--- src/rtl/iomem_timer_pkg.sv ---
// Shared constants and helpers for the iomem interval timer.
// Register offsets, CTRL bit positions and byte-lane merge.
package iomem_timer_pkg;

    localparam int WIN_BYTES = 32;

    localparam logic [4:0] OFS_CTRL     = 5'h00;
    localparam logic [4:0] OFS_PRESCALE = 5'h04;
    localparam logic [4:0] OFS_RELOAD   = 5'h08;
    localparam logic [4:0] OFS_COUNT    = 5'h0C;
    localparam logic [4:0] OFS_STATUS   = 5'h10;
    localparam logic [4:0] OFS_SNAP_LO  = 5'h14;
    localparam logic [4:0] OFS_SNAP_HI  = 5'h18;

    localparam int CTRL_EN     = 0;
    localparam int CTRL_AUTO   = 1;
    localparam int CTRL_IRQ_EN = 2;

    function automatic logic [31:0] merge_bytes(
        input logic [31:0] old,
        input logic [31:0] data,
        input logic [3:0]  strb
    );
        logic [31:0] r;
        r = old;
        for (int i = 0; i < 4; i++) begin
            if (strb[i]) r[8*i +: 8] = data[8*i +: 8];
        end
        return r;
    endfunction

endpackage

--- src/rtl/iomem_timer_prescaler.sv ---
// Prescaler down-counter: ticks when it reaches 0, then reloads.
// Holds while disabled; clear forces it back to 0.
module iomem_timer_prescaler #(
    parameter int W = 16
) (
    input  logic         clk,
    input  logic         reset,
    input  logic         en,
    input  logic         clear,
    input  logic [W-1:0] prescale,
    output logic         tick
);

    logic [W-1:0] cnt;

    assign tick = en && (cnt == '0);

    always_ff @(posedge clk) begin
        if (reset) begin
            cnt <= '0;
        end else if (clear) begin
            cnt <= '0;
        end else if (en) begin
            cnt <= tick ? prescale : cnt - 1'b1;
        end
    end

endmodule

--- src/rtl/iomem_timer.sv ---
// Interval timer on the iomem bus with level irq.
// Optional 64-bit cycle snapshot: IOMEM_TIMER_SNAPSHOT_EN.
module iomem_timer
    import iomem_timer_pkg::*;
#(
    parameter logic [31:0] BASE_ADDR  = 32'h0300_0000,
    parameter int          PRESCALE_W = 16
) (
    input  logic        clk,
    input  logic        reset,
    input  logic        iomem_valid,
    output logic        iomem_ready,
    input  logic [3:0]  iomem_wstrb,
    input  logic [31:0] iomem_addr,
    input  logic [31:0] iomem_wdata,
    output logic [31:0] iomem_rdata,
    output logic        irq
);

    logic                  sel, req, wr, rd;
    logic [4:0]            ofs;
    logic                  en, auto_rl, irq_en, expired;
    logic [PRESCALE_W-1:0] prescale;
    logic [31:0]           reload, count;
    logic                  tick, expire;
    logic                  wr_ctrl, wr_pre, wr_rel, wr_cnt, clr_exp;
    logic [31:0]           rmux, pre_ext, pre_new, ctrl_new;

    assign sel = iomem_valid && (iomem_addr[31:5] == BASE_ADDR[31:5]);
    assign req = sel && !iomem_ready;
    assign wr  = req && (iomem_wstrb != 4'b0);
    assign rd  = req && (iomem_wstrb == 4'b0);
    assign ofs = {iomem_addr[4:2], 2'b00};

    assign wr_ctrl = wr && (ofs == OFS_CTRL);
    assign wr_pre  = wr && (ofs == OFS_PRESCALE);
    assign wr_rel  = wr && (ofs == OFS_RELOAD);
    assign wr_cnt  = wr && (ofs == OFS_COUNT);
    assign clr_exp = wr && (ofs == OFS_STATUS) && iomem_wstrb[0] && iomem_wdata[0];

    assign expire = tick && (count == 32'd0);

    always_comb begin
        pre_ext = '0;
        pre_ext[PRESCALE_W-1:0] = prescale;
    end

    assign pre_new  = merge_bytes(pre_ext, iomem_wdata, iomem_wstrb);
    assign ctrl_new = merge_bytes({29'd0, irq_en, auto_rl, en},
                                  iomem_wdata, iomem_wstrb);

    iomem_timer_prescaler #(
        .W(PRESCALE_W)
    ) u_prescaler (
        .clk      (clk),
        .reset    (reset),
        .en       (en),
        .clear    (wr_cnt),
        .prescale (prescale),
        .tick     (tick)
    );

`ifdef IOMEM_TIMER_SNAPSHOT_EN
    logic [63:0] cycles;
    logic [31:0] shadow;

    // Reading the low word freezes the high word for a torn-free pair.
    always_ff @(posedge clk) begin
        if (reset) begin
            cycles <= '0;
            shadow <= '0;
        end else begin
            cycles <= cycles + 64'd1;
            if (rd && ofs == OFS_SNAP_LO) shadow <= cycles[63:32];
        end
    end
`endif

    always_comb begin
        rmux = '0;
        case (ofs)
            OFS_CTRL: begin
                rmux[CTRL_EN]     = en;
                rmux[CTRL_AUTO]   = auto_rl;
                rmux[CTRL_IRQ_EN] = irq_en;
            end
            OFS_PRESCALE: rmux[PRESCALE_W-1:0] = prescale;
            OFS_RELOAD:   rmux = reload;
            OFS_COUNT:    rmux = count;
            OFS_STATUS:   rmux[0] = expired;
`ifdef IOMEM_TIMER_SNAPSHOT_EN
            OFS_SNAP_LO:  rmux = cycles[31:0];
            OFS_SNAP_HI:  rmux = shadow;
`endif
            default:      rmux = '0;
        endcase
    end

    always_ff @(posedge clk) begin
        if (reset) begin
            iomem_ready <= 1'b0;
            iomem_rdata <= '0;
            irq         <= 1'b0;
            en          <= 1'b0;
            auto_rl     <= 1'b0;
            irq_en      <= 1'b0;
            prescale    <= '0;
            reload      <= '0;
            count       <= '0;
            expired     <= 1'b0;
        end else begin
            iomem_ready <= req;
            iomem_rdata <= rd ? rmux : 32'd0;
            irq         <= expired && irq_en;

            // A CTRL write overrides the one-shot self-disable.
            if (wr_ctrl) begin
                en      <= ctrl_new[CTRL_EN];
                auto_rl <= ctrl_new[CTRL_AUTO];
                irq_en  <= ctrl_new[CTRL_IRQ_EN];
            end else if (expire && !auto_rl) begin
                en <= 1'b0;
            end

            if (wr_pre) prescale <= pre_new[PRESCALE_W-1:0];
            if (wr_rel) reload <= merge_bytes(reload, iomem_wdata, iomem_wstrb);

            if (wr_cnt) begin
                count <= merge_bytes(count, iomem_wdata, iomem_wstrb);
            end else if (tick) begin
                if (count != 32'd0) count <= count - 32'd1;
                else if (auto_rl)   count <= reload;
            end

            if (expire)       expired <= 1'b1;
            else if (clr_exp) expired <= 1'b0;
        end
    end

    logic unused_bits;
    assign unused_bits = ^{iomem_addr[1:0], pre_new, ctrl_new};

endmodule
--- config.mk ---
export PLATFORM = sky130hd
export DESIGN_NAME = iomem_timer
export DESIGN_NICKNAME = d
export VERILOG_FILES = /design/src/rtl/iomem_timer_pkg.sv /design/src/rtl/iomem_timer_prescaler.sv /design/src/rtl/iomem_timer.sv
export SDC_FILE = /design/constraint.sdc
export NUM_CORES = 1
export LEC_CHECK = 0
export ABC_AREA = 1
export ABC_CLOCK_PERIOD_IN_PS = 6900
export BUFFER_PORTS_ARGS = -buffer_cell sky130_fd_sc_hd__clkbuf_2
export CORE_UTILIZATION = 40
export CTS_CLUSTER_DIAMETER = 200
export DETAILED_ROUTE_END_ITERATION = 8
export GPL_TIMING_DRIVEN = 0
export HOLD_SLACK_MARGIN = 0.02
export PLACE_DENSITY = 0.69
export SLEW_MARGIN = 5
export SYNTH_ARGS = -nofsm -noshare
export SYNTH_HDL_FRONTEND = slang
export SYNTH_HIERARCHICAL = 1
export SYNTH_SLANG_ARGS = --single-unit
--- constraint.sdc ---
create_clock -name clk -period 6.9 [get_ports clk]
set_input_delay 1.725 -clock clk [delete_from_list [all_inputs] [get_ports clk]]
set_output_delay 1.725 -clock clk [all_outputs]
set_load 0.005 [all_outputs]
==> flow_summary.toml, run 1 <==
[detailed_routing]
detail-route-antenna-nets = 0
vias_per_cell = 5.16
first_pass_iters = 5
wl_um = 25800
drc = 0
dr.first_iter.drc_count = 708
vias = 8471
wl_per_cell_um = 15.7

[critical_path]
reg2reg_depth = 12
crit_arrival_ns = 3.97
worstPathMaxFanout = 10
cp_cell_sequence = "clkbuf_2 > inv_2 > nor3_4 > inv_1 > nor2_2 > buf_2 > nor2_1 > inv_1 > clkbuf_1 > a21oi_1"
critPathMostFrequentCell = "inv_1"
slowest_delay_ns = 0.47
end_kind = "register"
crit_slowest_cell = "clkbuf_1"
start_kind = "input port"
cp_data_required_time_ns = 7.18
path_class = "in2reg"

[finish]
final_net_count = 1438
multi_input_area_um2 = 4480
stdcell_count = 1641
syn2layout_area_growth_pct = 18.2
antenna_cells = 0
drive_above_1_share = 0.161
fillerInstances = 2090
area.sequential_um2 = 2680

[cts]
clk_pin_slew_ns = 0.06
numClockSinks = 134
cts_hold_buf = 0
numCtsBuffers = 17
cts_buffer_depth = 2
clock_latency_ns = 0.43
htreeDepth = 4
post-cts-setup-buffer-count = 0
cts_resized = 0
clockRootBuffer = "clkbuf_16"
cts_tree = "done"

[floorplan]
start_util = 0.409
row_count = 51
die-area_um2 = 20600
ios = 105
core-area_um2 = 19600
die_y_um = 144
die_w_um = 144

[timing]
setup_viol = 0
hold_viol_final = 0
relSlewSlack = 0.489
max_freq_mhz = 271
setup_slack_ns = 3.21
finClkSkew_ns = 0.0126
period_share = 0.535
rsz0062_at_grt = "no"
setup_tns_ns = 0
fin_crit_ns = 3.69
final_max_slew_viol_count = 0
tightest_slew_ns = 0.767

[run_status]
status = "complete, no violations"

[synth]
synth_most_common_cell = "nand2_1"
synth_top_cell_by_area = "dfxtp_1"
synthTopCellsByCount = "nand2_1, nor2_1, inv_1"
synth_edf_count = 0
ys_seq_area_frac = 0.334
synth_flop_cell = "dfxtp_1"
async_flop_share = 0
synth.area.top_cells = "dfxtp_1, nand2_1, nor2_1"
synth_fp_nets = 1318
synth_warnings = 6
synth-seq-cells = 134
syn_area_per_cell_um2 = 6.45
yosys.area.top_type_share = 0.334
syn_area_um2 = 8020
synthCells = 1243
synth.distinct_cells = 46

[place]
place.gp.congestion = 0.987
dp_slack_ns = 2.76
dp.cells = 1609
hpwl_um = 19500
port_buffers = 101

[global_route]
grt_max_degree = 17
grt-ovfl-total = 0
grt_pass1_vias = 7788
grt_use_total = 0.258
antenna_found_initial = 0
grt_pass1_wl_um = 40500

[flow_run]
cap_violations = 0

[power]
fin_total_pwr_mw = 1.82
leakage_nw = 4.35
irDropWorstVdd_mv = 0.158
p_per_area_nw_per_um2 = 192

[min_path]
worst_hold_path_type = "reg2reg"
hold_depth = 2
## flip-flops by register name, summed over array words and instances (netlist names)
| signal | flops |
|---|---|
| iomem_rdata | 32 |
| auto_rl | 1 |
| prescale | 16 |
| u_prescaler/cnt | 16 |
| en | 1 |
| iomem_ready | 1 |
| reload | 32 |
| expired | 1 |
| count | 32 |
| irq | 1 |
| irq_en | 1 |
## layout by cell type, fill, tap and decap left out, types with 16 or more instances in the layout
cell type and count:
nand4_1 17, inv_1 146, nand3_1 48, dfxtp_1 134, a22oi_1 16, nor2_1 252, nand2_1 298, a211oi_1 47
o21ai_1 19, clkbuf_16 17, o21ai_0 32, a21oi_1 52, clkbuf_1 19, clkbuf_2 101
## cell type report
cell class              instances  area share
well taps                     265      0.0350
inverters                     152      0.0604
multi-input cells             911       0.472
flip-flops and latches        134       0.283
clock inverters                13      0.0179
plain buffers                  46      0.0302
clock buffers                  19      0.0478
repair buffers                101      0.0533
## per-layer routing
layer	share of wire	track usage	vias up
li1	-	-	4233
met1	0.46	0.347	3867
met2	0.45	0.413	329
met3	0.068	0.0477	42
met4	0.021	0.0857	0
met5	0	0	-
## final timing paths
kind,startpoint,to,slack (ns)
min reg2reg,prescale[3],prescale[3],0.47
max,iomem_addr[3],u_prescaler/cnt[8],3.21
min,prescale[3],prescale[3],0.47
max reg2reg,iomem_ready,u_prescaler/cnt[8],4.40
## cell families (layout without fill, tap and decap cells)
family	Yosys count	after routing	share of synthesized area
fa+ha+maj	4	4	0.00624
compound gates	196	196	0.150
simple gates	697	697	0.386
xor+xnor	14	14	0.0153
flops	134	134	0.334
buf+inv	198	331	0.107
## per-stage QoR
stage,cell area (um2),hold slack [ns],util
after floorplan,8020,0.430,-
final,9480,0.468,0.484
after CTS,9480,0.468,0.484
after global placement,8860,0.456,0.452
after detailed placement,8860,0.454,0.452
after global routing,9480,0.486,0.484
## where the power goes
part           switching [mW]  internal [mW]  total (mW)  leakage, nW
registers      0.000000000214          0.773       0.773         1.08
logic                  0.0481         0.0213      0.0694         2.98
clock network           0.382          0.593       0.975        0.297
## critical path: cells and delay by family
family | cells | cell delay (ns)
AO/OA/AOI/OAI | 1 | 0.08
AND/OR/NAND/NOR | 3 | 0.74
buffers and inverters | 6 | 1.42
(Power assumes the default switching activity.)
==> inputs of run 2 (changes only) <==
--- a/config.mk
+++ b/config.mk
@@ -6,14 +6,14 @@
 export NUM_CORES = 1
 export LEC_CHECK = 0
 export ABC_AREA = 1
-export ABC_CLOCK_PERIOD_IN_PS = 6900
+export ABC_CLOCK_PERIOD_IN_PS = 3100
 export BUFFER_PORTS_ARGS = -buffer_cell sky130_fd_sc_hd__clkbuf_2
 export CORE_UTILIZATION = 40
 export CTS_CLUSTER_DIAMETER = 200
 export DETAILED_ROUTE_END_ITERATION = 8
 export GPL_TIMING_DRIVEN = 0
 export HOLD_SLACK_MARGIN = 0.02
-export PLACE_DENSITY = 0.69
+export PLACE_DENSITY = 0.71
 export SLEW_MARGIN = 5
 export SYNTH_ARGS = -nofsm -noshare
 export SYNTH_HDL_FRONTEND = slang
==> constraint.sdc (replaced) <==
create_clock -name clk -period 3.1 [get_ports clk]
set_input_delay 0.775 -clock clk [delete_from_list [all_inputs] [get_ports clk]]
set_output_delay 0.775 -clock clk [all_outputs]
set_load 0.005 [all_outputs]
==> run 2 against run 1 <==
Die area is the same. Register-to-register slack lost 3.8 ns. Global-route usage grew 0.47 points. Clock power grew 110%. Wire length is essentially flat. Largest cell class unchanged. Total power grew 120%. Combinational power grew 120%. Critical endpoint unchanged. First-iteration DRC count grew 10%. Cell count is the same. Sequential share of layout area grew 0.094 points. Final area shrank 0.33%.
==> flow_summary.toml, run 2 (synthesis gave the netlist of run 1 again) <==
[floorplan]
core-area_um2 = 19600
start_util = 0.409
ios = 105
row_count = 51
die_w_um = 144
die_y_um = 144
die-area_um2 = 20600

[global_route]
grt_pass1_vias = 7963
grt-ovfl-total = 0
grt_pass1_wl_um = 41300
antenna_found_initial = 0
grt_max_degree = 17
grt_use_total = 0.262

[place]
dp.cells = 1609
port_buffers = 101
dp_slack_ns = -0.0746
hpwl_um = 19800
place.gp.congestion = 0.977

[min_path]
worst_hold_path_type = "reg2reg"

[timing]
rsz0062_at_grt = "no"
final_max_slew_viol_count = 0
fin_crit_ns = 2.81
hold_viol_final = 0
max_freq_mhz = 356
finClkSkew_ns = 0.0128
period_share = 0.905
setup_slack_ns = 0.295
whs_ns = 0.467
relSlewSlack = 0.425
tightest_slew_ns = 0.862
setup_viol = 0

[run_status]
status = "complete, no violations"

[finish]
antenna_cells = 0
layout_common_cells = "nand2_1, nor2_1, inv_1"
reg_top3 = "count x32, iomem_rdata x32, reload x32"
final_net_count = 1438
area.sequential_um2 = 2680
multi_input_area_um2 = 4480
utilization = 0.482
syn2layout_area_growth_pct = 17.8
mostFrequentLayoutCell = "nand2_1"
fillerInstances = 2048
drive_above_1_share = 0.161
stdcell_count = 1641

[cts]
cts_resized = 0
numClockSinks = 134
clockRootBuffer = "clkbuf_16"
cts_hold_buf = 0
cts_buffer_depth = 2
clk_pin_slew_ns = 0.06
cts_tree = "done"
htreeDepth = 4
post-cts-setup-buffer-count = 0
clock_latency_ns = 0.43
numCtsBuffers = 17

[detailed_routing]
vias_per_cell = 5.12
detail-route-antenna-nets = 0
dr.first_iter.drc_count = 782
vias = 8402
drc = 0
first_pass_iters = 8
wl_um = 25800
wl_per_cell_um = 15.7

[critical_path]
worstPathMaxFanout = 10
crit_arrival_ns = 3.09
cp_data_required_time_ns = 3.38
start_kind = "input port"
path_class = "in2reg"
end_kind = "register"

[flow_run]
cap_violations = 0

[power]
irDropWorstVdd_mv = 0.312
p_per_area_nw_per_um2 = 415
leakage_nw = 4.33
run 2: routing by layer:
metal | track usage | wire, um
met1 | 0.342 | 11600
met2 | 0.420 | 11600
met3 | 0.0503 | 1770
met4 | 0.115 | 874
met5 | 0 | 0
run 2: metrics by stage:
stage	TNS, ns	total power, mW	instance area [um2]
final	0	3.92	9450
after global routing	0	4.02	9450
after CTS	0	3.94	9450
after detailed placement	-0.656	1.91	8860
after global placement	-0.354	1.91	8860
after floorplan	0	1.82	8020
run 2: final timing paths:
| path | slack, ns | end | start | cells past startpoint |
|---|---|---|---|---|
| max | 0.29 | u_prescaler/cnt[8] | iomem_addr[3] | 10 |
| min | 0.47 | irq | irq_en | 2 |
| max reg2reg | 0.57 | u_prescaler/cnt[8] | iomem_ready | 12 |
| min reg2reg | 0.47 | irq | irq_en | 2 |
run 2: final cells by class:
type                       instances  share of cell area
clock inverter                    14              0.0162
tap                              265              0.0351
timing repair buffer             101              0.0535
inverter                         152              0.0606
buffer                            46              0.0303
sequential                       134               0.284
clock buffer                      18              0.0465
multi-input combinational        911               0.474
run 2: critical path, stage by stage:
cell and delay, ns:
clkbuf_2 0.12, inv_2 0.06, nor3_4 0.41, inv_1 0.28, nor2_2 0.26, buf_2 0.34
nor2_1 0.10, inv_1 0.17, clkbuf_1 0.49, a21oi_1 0.08
run 2: power breakdown:
group	switching (mW)	leakage (nW)	internal, mW
clock	0.831	0.279	1.21
combinational	0.109	2.98	0.0473
sequential	0.000000000483	1.08	1.72
total	0.940	4.33	2.98
